==> config.mk <==
export PLATFORM = sky130hd
export DESIGN_NAME = uart_prog_loader
export DESIGN_NICKNAME = d
export VERILOG_FILES = /design/src/rtl/uart_prog_loader.sv
export SDC_FILE = /design/constraint.sdc
export NUM_CORES = 1
export LEC_CHECK = 0
export BUFFER_PORTS_ARGS = -buffer_cell sky130_fd_sc_hd__buf_2
export CAP_MARGIN = 15
export CORE_ASPECT_RATIO = 2
export CORE_UTILIZATION = 45
export CTS_CLUSTER_SIZE = 28
export DETAILED_ROUTE_END_ITERATION = 8
export PLACE_DENSITY = 0.65
export RECOVER_POWER = 50
export SLEW_MARGIN = 25
export SYNTH_ARGS = -nofsm -noshare
export SYNTH_HDL_FRONTEND = slang
export SYNTH_SLANG_ARGS = --single-unit
==> constraint.sdc <==
create_clock -name clk -period 5.3 [get_ports clk]
set_input_delay 0.53 -clock clk [delete_from_list [all_inputs] [get_ports clk]]
set_output_delay 0.53 -clock clk [all_outputs]
set_load 0.005 [all_outputs]
==> src/rtl/uart_prog_loader.sv <==
// Frames the UART byte stream into 24-bit words, writes program words into instruction memory
// and holds/resets the CPU around the load. Optional inter-byte timeout: LOADER_TIMEOUT_EN.
module uart_prog_loader #(
    parameter int ADDR_W         = 8,
    parameter int RST_CYCLES     = 16,
    parameter int TIMEOUT_CYCLES = 100000
) (
    input  logic              clk,
    input  logic              rst,
    input  logic [7:0]        rx_data,
    input  logic              rx_valid,
    output logic              imem_we,
    output logic [ADDR_W-1:0] imem_addr,
    output logic [23:0]       imem_wdata,
    output logic              cpu_hold,
    output logic              cpu_rst,
    output logic [ADDR_W:0]   word_count,
    output logic              load_err
);

    localparam logic [23:0] START_WORD    = 24'h0000FF;
    localparam logic [23:0] STOP_RST_WORD = 24'h000FFF;
    localparam logic [23:0] STOP_WORD     = 24'h0001FF;

    localparam int                RC_W      = (RST_CYCLES > 1) ? $clog2(RST_CYCLES) : 1;
    localparam logic [RC_W-1:0]   RC_LAST   = RC_W'(RST_CYCLES - 1);
    localparam logic [ADDR_W:0]   MAX_WORDS = {1'b1, {ADDR_W{1'b0}}};
    localparam logic [ADDR_W-1:0] ADDR_TOP  = '1;

`ifdef LOADER_TIMEOUT_EN
    localparam int              TO_W    = (TIMEOUT_CYCLES > 1) ? $clog2(TIMEOUT_CYCLES) : 1;
    localparam logic [TO_W-1:0] TO_LAST = TO_W'(TIMEOUT_CYCLES - 1);
    logic [TO_W-1:0] to_cnt;
`endif

    typedef enum logic [1:0] {S_IDLE, S_LOAD, S_RESET} state_t;

    state_t          state;
    logic [23:0]     window;
    logic [1:0]      idle_cnt;
    logic [1:0]      byte_cnt;
    logic [15:0]     partial;
    logic [RC_W-1:0] rst_cnt;

    logic [23:0] window_next;
    logic [23:0] word_next;

    assign window_next = {window[15:0], rx_data};
    assign word_next   = {partial, rx_data};

    // The write address advances the cycle after the strobe and saturates instead of wrapping.
    always_ff @(posedge clk) begin
        if (rst) begin
            state      <= S_IDLE;
            window     <= '0;
            idle_cnt   <= '0;
            byte_cnt   <= '0;
            partial    <= '0;
            rst_cnt    <= '0;
            imem_we    <= 1'b0;
            imem_addr  <= '0;
            imem_wdata <= '0;
            cpu_hold   <= 1'b0;
            cpu_rst    <= 1'b0;
            word_count <= '0;
            load_err   <= 1'b0;
`ifdef LOADER_TIMEOUT_EN
            to_cnt     <= '0;
`endif
        end else begin
            imem_we <= 1'b0;
            if (imem_we && imem_addr != ADDR_TOP)
                imem_addr <= imem_addr + ADDR_W'(1);

            case (state)
                S_IDLE: begin
                    if (rx_valid) begin
                        window <= window_next;
                        if (idle_cnt != 2'd3)
                            idle_cnt <= idle_cnt + 2'd1;
                        if (idle_cnt >= 2'd2 && window_next == START_WORD) begin
                            state      <= S_LOAD;
                            cpu_hold   <= 1'b1;
                            imem_addr  <= '0;
                            byte_cnt   <= '0;
                            partial    <= '0;
                            word_count <= '0;
                            load_err   <= 1'b0;
                        end
                    end
                end

                S_LOAD: begin
`ifdef LOADER_TIMEOUT_EN
                    // A stalled partial word is dropped; the next byte starts a fresh word.
                    if (rx_valid || byte_cnt == 2'd0) begin
                        to_cnt <= '0;
                    end else if (to_cnt == TO_LAST) begin
                        to_cnt   <= '0;
                        byte_cnt <= '0;
                        partial  <= '0;
                        load_err <= 1'b1;
                    end else begin
                        to_cnt <= to_cnt + TO_W'(1);
                    end
`endif
                    if (rx_valid) begin
                        if (byte_cnt == 2'd2) begin
                            byte_cnt <= '0;
                            partial  <= '0;
                            if (word_next == START_WORD) begin
                                imem_addr  <= '0;
                                word_count <= '0;
                                load_err   <= 1'b0;
                            end else if (word_next == STOP_RST_WORD) begin
                                state   <= S_RESET;
                                cpu_rst <= 1'b1;
                                rst_cnt <= RC_LAST;
                            end else if (word_next == STOP_WORD) begin
                                state    <= S_IDLE;
                                cpu_hold <= 1'b0;
                                window   <= '0;
                                idle_cnt <= '0;
                            end else if (word_count == MAX_WORDS) begin
                                load_err <= 1'b1;
                            end else begin
                                imem_we    <= 1'b1;
                                imem_wdata <= word_next;
                                word_count <= word_count + (ADDR_W+1)'(1);
                            end
                        end else begin
                            partial  <= {partial[7:0], rx_data};
                            byte_cnt <= byte_cnt + 2'd1;
                        end
                    end
                end

                S_RESET: begin
                    if (rst_cnt == '0) begin
                        state    <= S_IDLE;
                        cpu_rst  <= 1'b0;
                        cpu_hold <= 1'b0;
                        window   <= '0;
                        idle_cnt <= '0;
                    end else begin
                        rst_cnt <= rst_cnt - RC_W'(1);
                    end
                end

                default: state <= S_IDLE;
            endcase
        end
    end

endmodule

==> reports/qor.json, run 1 <==
{
  "cp-end-kind": {"value": "flip-flop"},
  "antenna_found_initial": {"value": 0},
  "gp_congestion": {"value": 0.839},
  "grt_setup_unrepaired": {"value": "no"},
  "timing.critical_path.fanout_max": {"value": 24},
  "dp_hpwl": {"value": 6760, "unit": "um"},
  "worst_skew_pair_later_pin_latency": {"value": 0.34, "unit": "ns"},
  "synth-edff-count": {"value": 0},
  "share_of_synthesized_cell_area_in_full_adder_half_adder_and_majority_cells": {"value": 0.0313},
  "async_flop_share": {"value": 0},
  "routed_wl": {"value": 9500, "unit": "um"},
  "die-width": {"value": 68.7, "unit": "um"},
  "routed-via-count": {"value": 3418},
  "timing.critical_path.slowest_cell_delay": {"value": 0.50, "unit": "ns"},
  "power.total": {"value": 1.40, "unit": "mW"},
  "fin_skew": {"value": 0.00509, "unit": "ns"},
  "total_switching_power": {"value": 0.293, "unit": "mW"},
  "post_cts.repair.setup_buffers": {"value": 0},
  "post_cts.resized_instances": {"value": 0},
  "initial_core_util": {"value": 0.463},
  "grt_pass1_vias": {"value": 3202},
  "finalSetupTns": {"value": 0, "unit": "ns"},
  "portion_of_the_clock_cycle_consumed_by_the_worst_path_in_the_final_layout": {"value": 0.579},
  "cts.hold.buffers_added": {"value": 0},
  "dp_slack": {"value": 2.53, "unit": "ns"},
  "worst_slew_margin_rel": {"value": 0.319},
  "antenna_diodes": {"value": 0},
  "netSwitchingFraction": {"value": 0.210},
  "p_leak": {"value": 1.63, "unit": "nW"},
  "power.ir.vdd_worst": {"value": 0.179, "unit": "mV"},
  "die_h": {"value": 135, "unit": "um"},
  "antenna_violating_nets_post_route": {"value": 0},
  "proportion_of_synthesized_chip_area_in_sequential_cells": {"value": 0.435},
  "remaining_drc_errors": {"value": 0},
  "outcome": {"value": "finished clean"},
  "cts_buffers": {"value": 9},
  "clk_root_buffer_cell": {"value": "sky130_fd_sc_hd__clkbuf_16"},
  "yosysUniqueCellTypes": {"value": 53},
  "synth.ff_latch_count": {"value": 87},
  "io_buffers": {"value": 55},
  "place.detailed.instances": {"value": 590},
  "path_clk_slew": {"value": 0.06, "unit": "ns"},
  "syn-instance-count": {"value": 458},
  "yosysMostFrequentCell": {"value": "sky130_fd_sc_hd__dfxtp_1"},
  "dominantRegCellSynth": {"value": "sky130_fd_sc_hd__dfxtp_1"},
  "synth_compound_gate_area_share": {"value": 0.125},
  "n_fill_cell": {"value": 853},
  "setup-violations-final": {"value": 0},
  "pwr-share-seq": {"value": 0.477},
  "vias_per_cell": {"value": 5.65},
  "netlist_top_cells_area": {"value": "sky130_fd_sc_hd__dfxtp_1 44%, sky130_fd_sc_hd__mux2i_1 7.5%, sky130_fd_sc_hd__a21oi_1 5.5%"},
  "yosysWarnings": {"value": 0},
  "power.density_cell_area": {"value": 304, "unit": "mW/mm^2"},
  "synth.cell_area": {"value": 0.00400, "unit": "mm^2"},
  "finalNetCount": {"value": 522},
  "critPathKind": {"value": "flip-flop to flip-flop"},
  "drtIter0Drc": {"value": 161},
  "finalWorstPathRequiredPeriod": {"value": 3.07, "unit": "ns"},
  "grt_use_total": {"value": 0.220},
  "synthesized_area_fraction_occupied_by_and_or_nand_nor_cells": {"value": 0.274},
  "clock_tree_from_tritoncts": {"value": "yes"},
  "drt_first_pass_iters": {"value": 4},
  "synth_top_area_share": {"value": 0.435},
  "final_hold_viol_count": {"value": 0},
  "globalRoute.totalOverflow": {"value": 0},
  "final_max_slew_viol_count": {"value": 0},
  "setup_ws": {"value": 2.23, "unit": "ns"},
  "synthesized_area_fraction_occupied_by_xor_and_xnor_cells": {"value": 0.0197},
  "std_cell_rows": {"value": 48},
  "fmax": {"value": 326, "unit": "MHz"},
  "synth_mux_area_frac": {"value": 0.0751},
  "critical_path_arrival": {"value": 3.34, "unit": "ns"},
  "crit_path_top_delay_cell": {"value": "sky130_fd_sc_hd__a211o_4"},
  "maxCapViolations": {"value": 0},
  "synth_top_family_by_area": {"value": "simple AND/OR/NAND/NOR gates"},
  "power.share.combinational": {"value": 0.040},
  "die_area": {"value": 0.00929, "unit": "mm^2"},
  "start_kind": {"value": "flip-flop"},
  "hp-class": {"value": "flip-flop to flip-flop"},
  "synth_area_per_cell": {"value": 8.73, "unit": "um^2"},
  "grt_start_max_net_pins": {"value": 76},
  "post_route_insts_no_fill": {"value": 605},
  "wire_length_of_the_first_global_routing_pass": {"value": 15200, "unit": "um"},
  "tightestPinTransition": {"value": 1.02, "unit": "ns"},
  "cts.htree.levels": {"value": 3},
  "design.portCount": {"value": 56},
  "clock_power_share": {"value": 0.483},
  "synth_largest_area_cell": {"value": "sky130_fd_sc_hd__dfxtp_1"},
  "cts_max_path_buffers": {"value": 2},
  "route.detailed.wl_per_inst": {"value": 15.7, "unit": "um"},
  "fp.coreArea": {"value": 0.00865, "unit": "mm^2"},
  "synth_common_cells": {"value": "87 x sky130_fd_sc_hd__dfxtp_1, 54 x sky130_fd_sc_hd__nor2_1, 53 x sky130_fd_sc_hd__nand2_1"},
  "internal_power_contribution": {"value": 1.11, "unit": "mW"},
  "timing.critical_path.required": {"value": 5.57, "unit": "ns"},
  "numClockSinks": {"value": 87},
  "timing.critical_path.cells": {"value": "inv_1, ha_1, clkinv_1, nor3_1, a21oi_2, clkbuf_1, a211o_4, or4_1, a21oi_1"},
  "post_route_cells_drive_above_1_share": {"value": 0.119},
  "synthesized_netlist_net_count": {"value": 479},
  "area_delta_synth_final": {"value": 14.9, "unit": "%"}
}
## layout by cell type (no fill, tap or decap), drive strengths merged, types with 2 or more instances in the layout
| cell type | count |
|---|---|
| dfxtp | 87 |
| nor2 | 54 |
| nand2 | 53 |
| a21oi | 46 |
| clkbuf | 39 |
| mux2i | 30 |
| buf | 29 |
| nand3 | 22 |
| or3b | 17 |
| nor4 | 11 |
| or4 | 11 |
| inv | 10 |
| o21ai | 10 |
| ha | 10 |
| xnor2 | 8 |
| nor3 | 8 |
| nand4 | 7 |
| and3 | 5 |
| a31oi | 4 |
| or3 | 4 |
| clkinv | 4 |
| o21bai | 3 |
| a211oi | 3 |
| a41o | 2 |
| a21o | 2 |
| a41oi | 2 |
| o31ai | 2 |
| a221oi | 2 |
| bufinv | 2 |
| or4b | 2 |
| a211o | 2 |
## routing by layer
layer,global-route usage,routed length (um),up-vias
li1,-,-,1718
met1,0.237,3710,1590
met2,0.385,5120,87
met3,0.0446,372,23
met4,0.118,298,0
met5,0,0,-
## critical path, delay by kind of cell (launching register included)
family                     cells  cell delay, ns
adders and majority gates      1            0.28
DFF                            1            0.35
and+or+nand+nor                2            0.83
AOI/OAI and AO/OA              3            0.69
buffers and inverters          3            0.83
## kinds of logic (layout without fill, tap and decap cells)
group / count (synthesis) / in the layout
and+or+nand+nor: 203 / 203
AOI/OAI and AO/OA: 82 / 82
DFF: 87 / 87
muxes: 30 / 30
adders and majority gates: 10 / 10
xor gates and xnor gates: 9 / 9
buffers and inverters: 37 / 84
## per-stage QoR
| stage | utilization | area (um^2) | hold slack [ns] |
|---|---|---|---|
| floorplan | - | 4000 | 0.436 |
| global placement | 0.499 | 4310 | 0.450 |
| detailed placement | 0.499 | 4310 | 0.462 |
| CTS | 0.536 | 4630 | 0.470 |
| global route | 0.531 | 4600 | 0.492 |
| finish | 0.531 | 4600 | 0.468 |
## power by group through the flow
| stage | logic [mW] | registers [mW] | clock network, mW |
|---|---|---|---|
| finish | 0.0557 | 0.667 | 0.676 |
| global route | 0.0609 | 0.667 | 0.711 |
| CTS | 0.0557 | 0.666 | 0.690 |
| detailed placement | 0.0556 | 0.681 | 0 |
| global placement | 0.0547 | 0.681 | 0 |
| floorplan | 0.0405 | 0.679 | 0 |
## sequential cells by signal, indices dropped and copies added, names as in the netlist
register    count
state           2
partial        16
cpu_rst         1
word_count      9
window         16
imem_we         1
load_err        1
rst_cnt         4
imem_wdata     24
byte_cnt        2
idle_cnt        2
cpu_hold        1
imem_addr       8
## worst paths after layout
path / cells past startpoint / slack [ns] / endpoint / start
max: 9 / 2.23 / word_count[6] / state[1]
min: 2 / 0.47 / window[14] / window[14]
max reg2reg: 9 / 2.23 / word_count[6] / state[1]
min reg2reg: 2 / 0.47 / window[14] / window[14]
## layout make-up
type / instances / area (um^2) / area share
multi-input cells: 334 / 2110 / 0.458
clock buffers: 10 / 239 / 0.0520
flip-flops and latches: 87 / 1740 / 0.379
repair buffers: 58 / 259 / 0.0564
clock inverters: 5 / 82.6 / 0.0180
inverters: 11 / 41.3 / 0.00898
well taps: 100 / 125 / 0.0272
(Power assumes the default switching activity.)
==> run 2, diff against run 1 <==
- clock period: 5.3 -> 3 ns (I/O delays scaled with it)
==> run 2 against run 1 <==
Setup slack got worse by 1.9 ns. Sequential power rose by 77%. Design area shrank 0.16%. Die area unchanged. Core utilization down 0.087 points. Register-to-register slack worse by 1.9 ns. Critical path type unchanged. Largest cell class unchanged.
==> reports/qor.json, run 2 (synthesis gave the netlist of run 1 again) <==
{
  "io_buffers": {"value": 55, "change": "unchanged"},
  "hold-path-endpoint": {"value": "partial[4]"},
  "dp_slack": {"value": 0.394, "unit": "ns", "change": "-2.14 ns"},
  "final_hold_viol_count": {"value": 0, "change": "unchanged"},
  "drt_first_pass_iters": {"value": 4, "change": "unchanged"},
  "clock_power_share": {"value": 0.460, "change": "-0.023"},
  "finalNetCount": {"value": 526, "change": "+0.77%"},
  "layout.cells.most_common": {"value": "sky130_fd_sc_hd__dfxtp_1"},
  "grt_start_max_net_pins": {"value": 48, "change": "-37%"},
  "die_area": {"value": 0.00929, "unit": "mm^2", "change": "unchanged"},
  "cts_buffers": {"value": 9, "change": "unchanged"},
  "route.detailed.wl_per_inst": {"value": 15.8, "unit": "um", "change": "+0.28%"},
  "cp-end-kind": {"value": "flip-flop"},
  "critical_path_arrival": {"value": 2.92, "unit": "ns", "change": "-0.42 ns"},
  "start_kind": {"value": "flip-flop"},
  "finalSetupTns": {"value": 0, "unit": "ns", "change": "unchanged"},
  "timing.critical_path.slowest_cell_delay": {"value": 0.55, "unit": "ns", "change": "+0.05 ns"},
  "r2r_end": {"value": "word_count[8]"},
  "pwr-share-seq": {"value": 0.499, "change": "+0.022"},
  "area_delta_synth_final": {"value": 14.7, "unit": "%"},
  "vias_per_cell": {"value": 5.58, "change": "-1.2%"},
  "grt_pass1_vias": {"value": 3144, "change": "-1.8%"},
  "clock_tree_from_tritoncts": {"value": "yes"},
  "p_leak": {"value": 1.64, "unit": "nW", "change": "+0.74%"},
  "routed_wl": {"value": 9610, "unit": "um", "change": "+1.1%"},
  "post_route_cells_drive_above_1_share": {"value": 0.131, "change": "+0.0126"},
  "crit_path_top_delay_cell": {"value": "sky130_fd_sc_hd__nor4_1"},
  "fmax": {"value": 379, "unit": "MHz", "change": "+16%"},
  "antenna_diodes": {"value": 0, "change": "unchanged"},
  "antenna_found_initial": {"value": 0, "change": "unchanged"},
  "rr_worst_depth": {"value": 6, "change": "-3"},
  "critPathKind": {"value": "flip-flop to flip-flop"},
  "post_route_insts_no_fill": {"value": 610, "change": "+0.83%"},
  "worst_slew_margin_rel": {"value": 0.411, "change": "+0.0919"},
  "timing.hold.ws": {"value": 0.256, "unit": "ns", "change": "-0.211 ns"},
  "hold_path.startpoint": {"value": "rx_data[4]"},
  "finalWorstPathRequiredPeriod": {"value": 2.64, "unit": "ns", "change": "-0.429 ns"},
  "antenna_violating_nets_post_route": {"value": 0, "change": "unchanged"},
  "setup_ws": {"value": 0.361, "unit": "ns", "change": "-1.87 ns"},
  "largestRegisters": {"value": "imem_wdata (24), partial (16), window (16)"},
  "outcome": {"value": "finished clean"},
  "routed-via-count": {"value": 3406, "change": "-0.35%"},
  "cts.hold.buffers_added": {"value": 0, "change": "unchanged"},
  "dp_hpwl": {"value": 7100, "unit": "um", "change": "+5.0%"},
  "timing.critical_path.fanout_max": {"value": 10, "change": "-58%"},
  "total_switching_power": {"value": 0.527, "unit": "mW", "change": "+80%"},
  "r2r_start": {"value": "window[5]"},
  "power.total": {"value": 2.36, "unit": "mW", "change": "+69%"},
  "final_max_slew_viol_count": {"value": 0, "change": "unchanged"},
  "clk_root_buffer_cell": {"value": "sky130_fd_sc_hd__clkbuf_16"},
  "portion_of_the_clock_cycle_consumed_by_the_worst_path_in_the_final_layout": {"value": 0.880, "change": "+0.301"},
  "maxCapViolations": {"value": 0, "change": "unchanged"},
  "power.ir.vdd_worst": {"value": 0.410, "unit": "mV", "change": "+130%"},
  "fin_skew": {"value": 0.00453, "unit": "ns", "change": "-0.000559 ns"},
  "timing.critical_path.required": {"value": 3.28, "unit": "ns", "change": "-2.29 ns"},
  "drtIter0Drc": {"value": 184, "change": "+14%"},
  "largest_register_ffs": {"value": 24, "change": "unchanged"},
  "initial_core_util": {"value": 0.463, "change": "unchanged"},
  "remaining_drc_errors": {"value": 0, "change": "unchanged"},
  "power.share.combinational": {"value": 0.041, "change": "about the same"},
  "internal_power_contribution": {"value": 1.83, "unit": "mW", "change": "+66%"},
  "wire_length_of_the_first_global_routing_pass": {"value": 15200, "unit": "um", "change": "+0.23%"},
  "timing.critical_path.cells": {"value": "or4_4, nor4_1, a21oi_2, a211o_4, or4_1, a21oi_1"},
  "ff2ff_setup_slack": {"value": 0.36, "unit": "ns", "change": "-1.87 ns"},
  "globalRoute.totalOverflow": {"value": 0, "change": "unchanged"},
  "fp.coreArea": {"value": 0.00865, "unit": "mm^2", "change": "unchanged"},
  "layout.cells.most_common_list": {"value": "87 x sky130_fd_sc_hd__dfxtp_1, 54 x sky130_fd_sc_hd__nor2_1, 53 x sky130_fd_sc_hd__nand2_1"},
  "registers.top_by_ff_count": {"value": "imem_wdata"},
  "place.detailed.instances": {"value": 594, "change": "+0.68%"},
  "worst_skew_pair_later_pin_latency": {"value": 0.35, "unit": "ns", "change": "about the same"},
  "setup-violations-final": {"value": 0, "change": "unchanged"},
  "post_cts.resized_instances": {"value": 0, "change": "unchanged"},
  "grt_use_total": {"value": 0.224, "change": "+0.00348"},
  "cts_max_path_buffers": {"value": 2, "change": "unchanged"},
  "worst_hold_path.num_cells": {"value": 3, "change": "+1"},
  "path_clk_slew": {"value": 0.06, "unit": "ns", "change": "about the same"},
  "numClockSinks": {"value": 87, "change": "unchanged"},
  "std_cell_rows": {"value": 48, "change": "unchanged"},
  "power.density_cell_area": {"value": 514, "unit": "mW/mm^2", "change": "+69%"},
  "die_h": {"value": 135, "unit": "um", "change": "unchanged"},
  "post_cts.repair.setup_buffers": {"value": 0, "change": "unchanged"},
  "tightestPinTransition": {"value": 0.883, "unit": "ns", "change": "-0.138 ns"},
  "die-width": {"value": 68.7, "unit": "um", "change": "unchanged"},
  "design.portCount": {"value": 56, "change": "unchanged"},
  "hp-class": {"value": "primary input to flip-flop"},
  "cts.htree.levels": {"value": 3, "change": "unchanged"},
  "gp_congestion": {"value": 0.893, "change": "+6.4%"},
  "netSwitchingFraction": {"value": 0.224, "change": "+0.0139"},
  "grt_setup_unrepaired": {"value": "no"}
}
## run 2: power groups by stage
stage	Combinational (mW)	Clock [mW]	Sequential, mW
floorplan	0.0716	0	1.20
global placement	0.0986	0	1.20
detailed placement	0.101	0	1.20
CTS	0.101	1.10	1.18
global route	0.106	1.16	1.18
finish	0.0962	1.08	1.18
## run 2: area by class of cell
cell class | instances | area (um^2)
fillers | 857 | 4060
multi-input cells | 334 | 2090
clock inverters | 4 | 28.8
flip-flops and latches | 87 | 1740
inverters | 11 | 41.3
well taps | 100 | 125
repair buffers | 62 | 293
clock buffers | 12 | 267
## run 2: worst max path at each step
stage / slack (ns) / from / endpoint
floorplan: 0.61 / rst_cnt[0] / window[12]
global placement: 0.47 / rst_cnt[0] / window[0]
detailed placement: 0.39 / rst_cnt[0] / window[0]
CTS: 0.37 / rst_cnt[0] / window[0]
global route: 0.14 / state[1] / word_count[4]
finish: 0.36 / window[5] / word_count[8]
## run 2: metal layers
layer  GRT usage  up-vias  wire length, um
met5           0        -                0
met4       0.118        0              303
met3      0.0438       20              299
met2       0.403       67             5440
met1       0.231     1592             3560
li1            -     1727                -
## run 2: worst max-delay path: cells and delay by family, from the launching register on
family	cells	cell delay, ns
compound gates	3	0.68
flops	1	0.33
simple gates	3	1.56
## run 2: stage by stage
stage | util | instance area, um^2
2_1_floorplan | - | 4000
3_3_place_gp | 0.502 | 4340
3_5_place_dp | 0.502 | 4340
4_1_cts | 0.536 | 4640
5_1_grt | 0.531 | 4590
6_report | 0.531 | 4590
==> run 3, diff against run 2 <==
- PLACE_DENSITY: 0.65 -> 0.68
- RECOVER_POWER: 50 -> 25
- clock period: 3 -> 2.1 ns (I/O delays scaled with it)
==> run 3 against run 2 <==
The flow now finishes with violations (setup timing). Wire length up 27%. Die area unchanged. Sequential power is 42% higher. Clock skew up 0.00055 ns. Critical path type unchanged. Largest cell class unchanged. Largest power group unchanged.
==> reports/qor.json, run 3 (synthesis gave the netlist of run 1 again) <==
{
  "worst_skew_pair_later_pin_latency": {"value": 0.34, "unit": "ns", "change": "about the same"},
  "cts_buffers": {"value": 9, "change": "unchanged"},
  "vias_per_cell": {"value": 5.65, "change": "+1.2%"},
  "finalNetCount": {"value": 631, "change": "+20%"},
  "antenna_violating_nets_post_route": {"value": 0, "change": "unchanged"},
  "dp_slack": {"value": -0.259, "unit": "ns", "change": "-0.653 ns"},
  "setup_ws": {"value": -0.257, "unit": "ns", "change": "-0.618 ns"},
  "finalWorstPathRequiredPeriod": {"value": 2.36, "unit": "ns", "change": "-0.282 ns"},
  "drtIter0Drc": {"value": 214, "change": "+16%"},
  "path_clk_slew": {"value": 0.06, "unit": "ns", "change": "about the same"},
  "area_delta_synth_final": {"value": 46.8, "unit": "%"},
  "registers.top_by_ff_count": {"value": "imem_wdata"},
  "globalRoute.totalOverflow": {"value": 0, "change": "unchanged"},
  "worst_hold_path.num_cells": {"value": 4, "change": "+1"},
  "antenna_found_initial": {"value": 0, "change": "unchanged"},
  "layout.cells.most_common": {"value": "sky130_fd_sc_hd__buf_4"},
  "hold-path-endpoint": {"value": "imem_wdata[2]"},
  "final_max_slew_viol_count": {"value": 0, "change": "unchanged"},
  "fp.coreArea": {"value": 0.00865, "unit": "mm^2", "change": "unchanged"},
  "dp_hpwl": {"value": 8080, "unit": "um", "change": "+14%"},
  "cts_max_path_buffers": {"value": 2, "change": "unchanged"},
  "design.portCount": {"value": 56, "change": "unchanged"},
  "dpl-instance-area": {"value": 0.00504, "unit": "mm^2", "change": "+16%"},
  "worst_slew_margin_rel": {"value": 0.549, "change": "+0.138"},
  "routed-via-count": {"value": 4042, "change": "+19%"},
  "cts.htree.levels": {"value": 3, "change": "unchanged"},
  "final_hold_viol_count": {"value": 0, "change": "unchanged"},
  "clock_tree_from_tritoncts": {"value": "yes"},
  "numClockSinks": {"value": 87, "change": "unchanged"},
  "cts.hold.buffers_added": {"value": 0, "change": "unchanged"},
  "std_cell_rows": {"value": 48, "change": "unchanged"},
  "outcome": {"value": "finished with violations"},
  "route.detailed.wl_per_inst": {"value": 17.0, "unit": "um", "change": "+8.2%"},
  "hold_path.startpoint": {"value": "rx_data[2]"},
  "cp-end-kind": {"value": "flip-flop"},
  "start_kind": {"value": "flip-flop"},
  "ff2ff_setup_slack": {"value": -0.26, "unit": "ns", "change": "-0.62 ns"},
  "violations": {"value": "setup timing"},
  "largest_register_ffs": {"value": 24, "change": "unchanged"},
  "io_buffers": {"value": 55, "change": "unchanged"},
  "grt_pass1_vias": {"value": 3922, "change": "+25%"},
  "grt_setup_unrepaired": {"value": "yes"},
  "grt_start_max_net_pins": {"value": 51, "change": "+6.3%"},
  "n_fill_cell": {"value": 690, "change": "-19%"},
  "portion_of_the_clock_cycle_consumed_by_the_worst_path_in_the_final_layout": {"value": 1.12, "change": "+0.243"},
  "setup-violations-final": {"value": 36, "change": "+36"},
  "timing.hold.ws": {"value": 0.269, "unit": "ns", "change": "+0.0127 ns"},
  "initial_core_util": {"value": 0.463, "change": "unchanged"},
  "wire_length_of_the_first_global_routing_pass": {"value": 17900, "unit": "um", "change": "+17%"},
  "fmax": {"value": 424, "unit": "MHz", "change": "+12%"},
  "die_area": {"value": 0.00929, "unit": "mm^2", "change": "unchanged"},
  "critical_path_arrival": {"value": 2.58, "unit": "ns", "change": "-0.34 ns"},
  "antenna_diodes": {"value": 0, "change": "unchanged"},
  "r2r_end": {"value": "word_count[8]"},
  "routed_wl": {"value": 12200, "unit": "um", "change": "+27%"},
  "timing.critical_path.required": {"value": 2.32, "unit": "ns", "change": "-0.96 ns"},
  "critPathKind": {"value": "flip-flop to flip-flop"},
  "power.ir.vdd_worst": {"value": 0.608, "unit": "mV", "change": "+48%"},
  "hp-class": {"value": "primary input to flip-flop"},
  "tightestPinTransition": {"value": 0.670, "unit": "ns", "change": "-0.214 ns"},
  "fin_skew": {"value": 0.00508, "unit": "ns", "change": "+0.000551 ns"},
  "grt_use_total": {"value": 0.260, "change": "+0.0363"},
  "remaining_drc_errors": {"value": 0, "change": "unchanged"},
  "p_leak": {"value": 2.35, "unit": "nW", "change": "+43%"},
  "clk_root_buffer_cell": {"value": "sky130_fd_sc_hd__clkbuf_16"},
  "power.density_cell_area": {"value": 578, "unit": "mW/mm^2", "change": "+12%"},
  "final_design_area_no_fill": {"value": 0.00587, "unit": "mm^2", "change": "+28%"},
  "multi_input_comb_area": {"value": 0.00245, "unit": "mm^2", "change": "+17%"},
  "power.total": {"value": 3.39, "unit": "mW", "change": "+44%"},
  "die-width": {"value": 68.7, "unit": "um", "change": "unchanged"},
  "largestRegisters": {"value": "imem_wdata (24), partial (16), window (16)"},
  "layout.cells.most_common_list": {"value": "96 x sky130_fd_sc_hd__buf_4, 76 x sky130_fd_sc_hd__dfxtp_1, 51 x sky130_fd_sc_hd__buf_2"},
  "drt_first_pass_iters": {"value": 5, "change": "+1"},
  "die_h": {"value": 135, "unit": "um", "change": "unchanged"},
  "post_route_cells_drive_above_1_share": {"value": 0.426, "change": "+0.295"},
  "r2r_start": {"value": "window[11]"},
  "storage_cell_area": {"value": 0.00176, "unit": "mm^2", "change": "+0.79%"},
  "maxCapViolations": {"value": 0, "change": "unchanged"},
  "rr_worst_depth": {"value": 7, "change": "+1"},
  "gp_congestion": {"value": 0.869, "change": "-2.6%"},
  "timing.critical_path.fanout_max": {"value": 4, "change": "-6"}
}
## run 3: per-stage QoR
| stage | std cells | TNS (ns) | utilization |
|---|---|---|---|
| finish | 715 | -4.21 | 0.679 |
| global route | 715 | -7.73 | 0.679 |
| CTS | 708 | -3.36 | 0.642 |
| detailed placement | 680 | -5.17 | 0.583 |
| global placement | 680 | -4.20 | 0.583 |
| floorplan | 458 | -3.91 | - |
## run 3: worst max path at each step
stage,start,to,slack (ns)
after global routing,window[11],word_count[8],-0.30
final,window[11],word_count[8],-0.26
after CTS,window[11],word_count[6],-0.22
after global placement,rst_cnt[1],window[11],-0.21
after floorplan,rst_cnt[1],window[12],-0.26
after detailed placement,rst_cnt[0],window[5],-0.26
## run 3: what timing repair did
item	4_1_cts	5_1_grt
setup endpoints to repair	38	78
cloned	1	3
buffers inserted	11	5
resized for setup	34	56
pin swaps	19	31
## run 3: metal layers
layer	GRT usage	vias up	wire [um]
met5	0	-	0
met4	0.194	0	715
met3	0.0488	50	407
met2	0.460	117	6820
met1	0.251	1937	4240
li1	-	1938	-
## run 3: cell type report
type                    count  area share
well taps                 100      0.0213
clock inverters             5     0.00575
repair buffers            166       0.207
clock buffers              11      0.0413
inverters                  11     0.00725
flip-flops and latches     87       0.299
multi-input cells         335       0.418
## run 3: report_power, final
group	switching [mW]	internal, mW
Clock	0.637	0.831
Combinational	0.126	0.118
Sequential	0.0137	1.67
Total	0.777	2.62
## run 3: worst max-delay path: stages, from the launching register on
cell and delay, ns:
sky130_fd_sc_hd__dfxtp_2 0.32, sky130_fd_sc_hd__or4_4 0.55, sky130_fd_sc_hd__nor4_4 0.36, sky130_fd_sc_hd__a21oi_2 0.14, sky130_fd_sc_hd__buf_4 0.16, sky130_fd_sc_hd__a211o_4 0.35
sky130_fd_sc_hd__o31ai_2 0.26, sky130_fd_sc_hd__a21oi_2 0.09
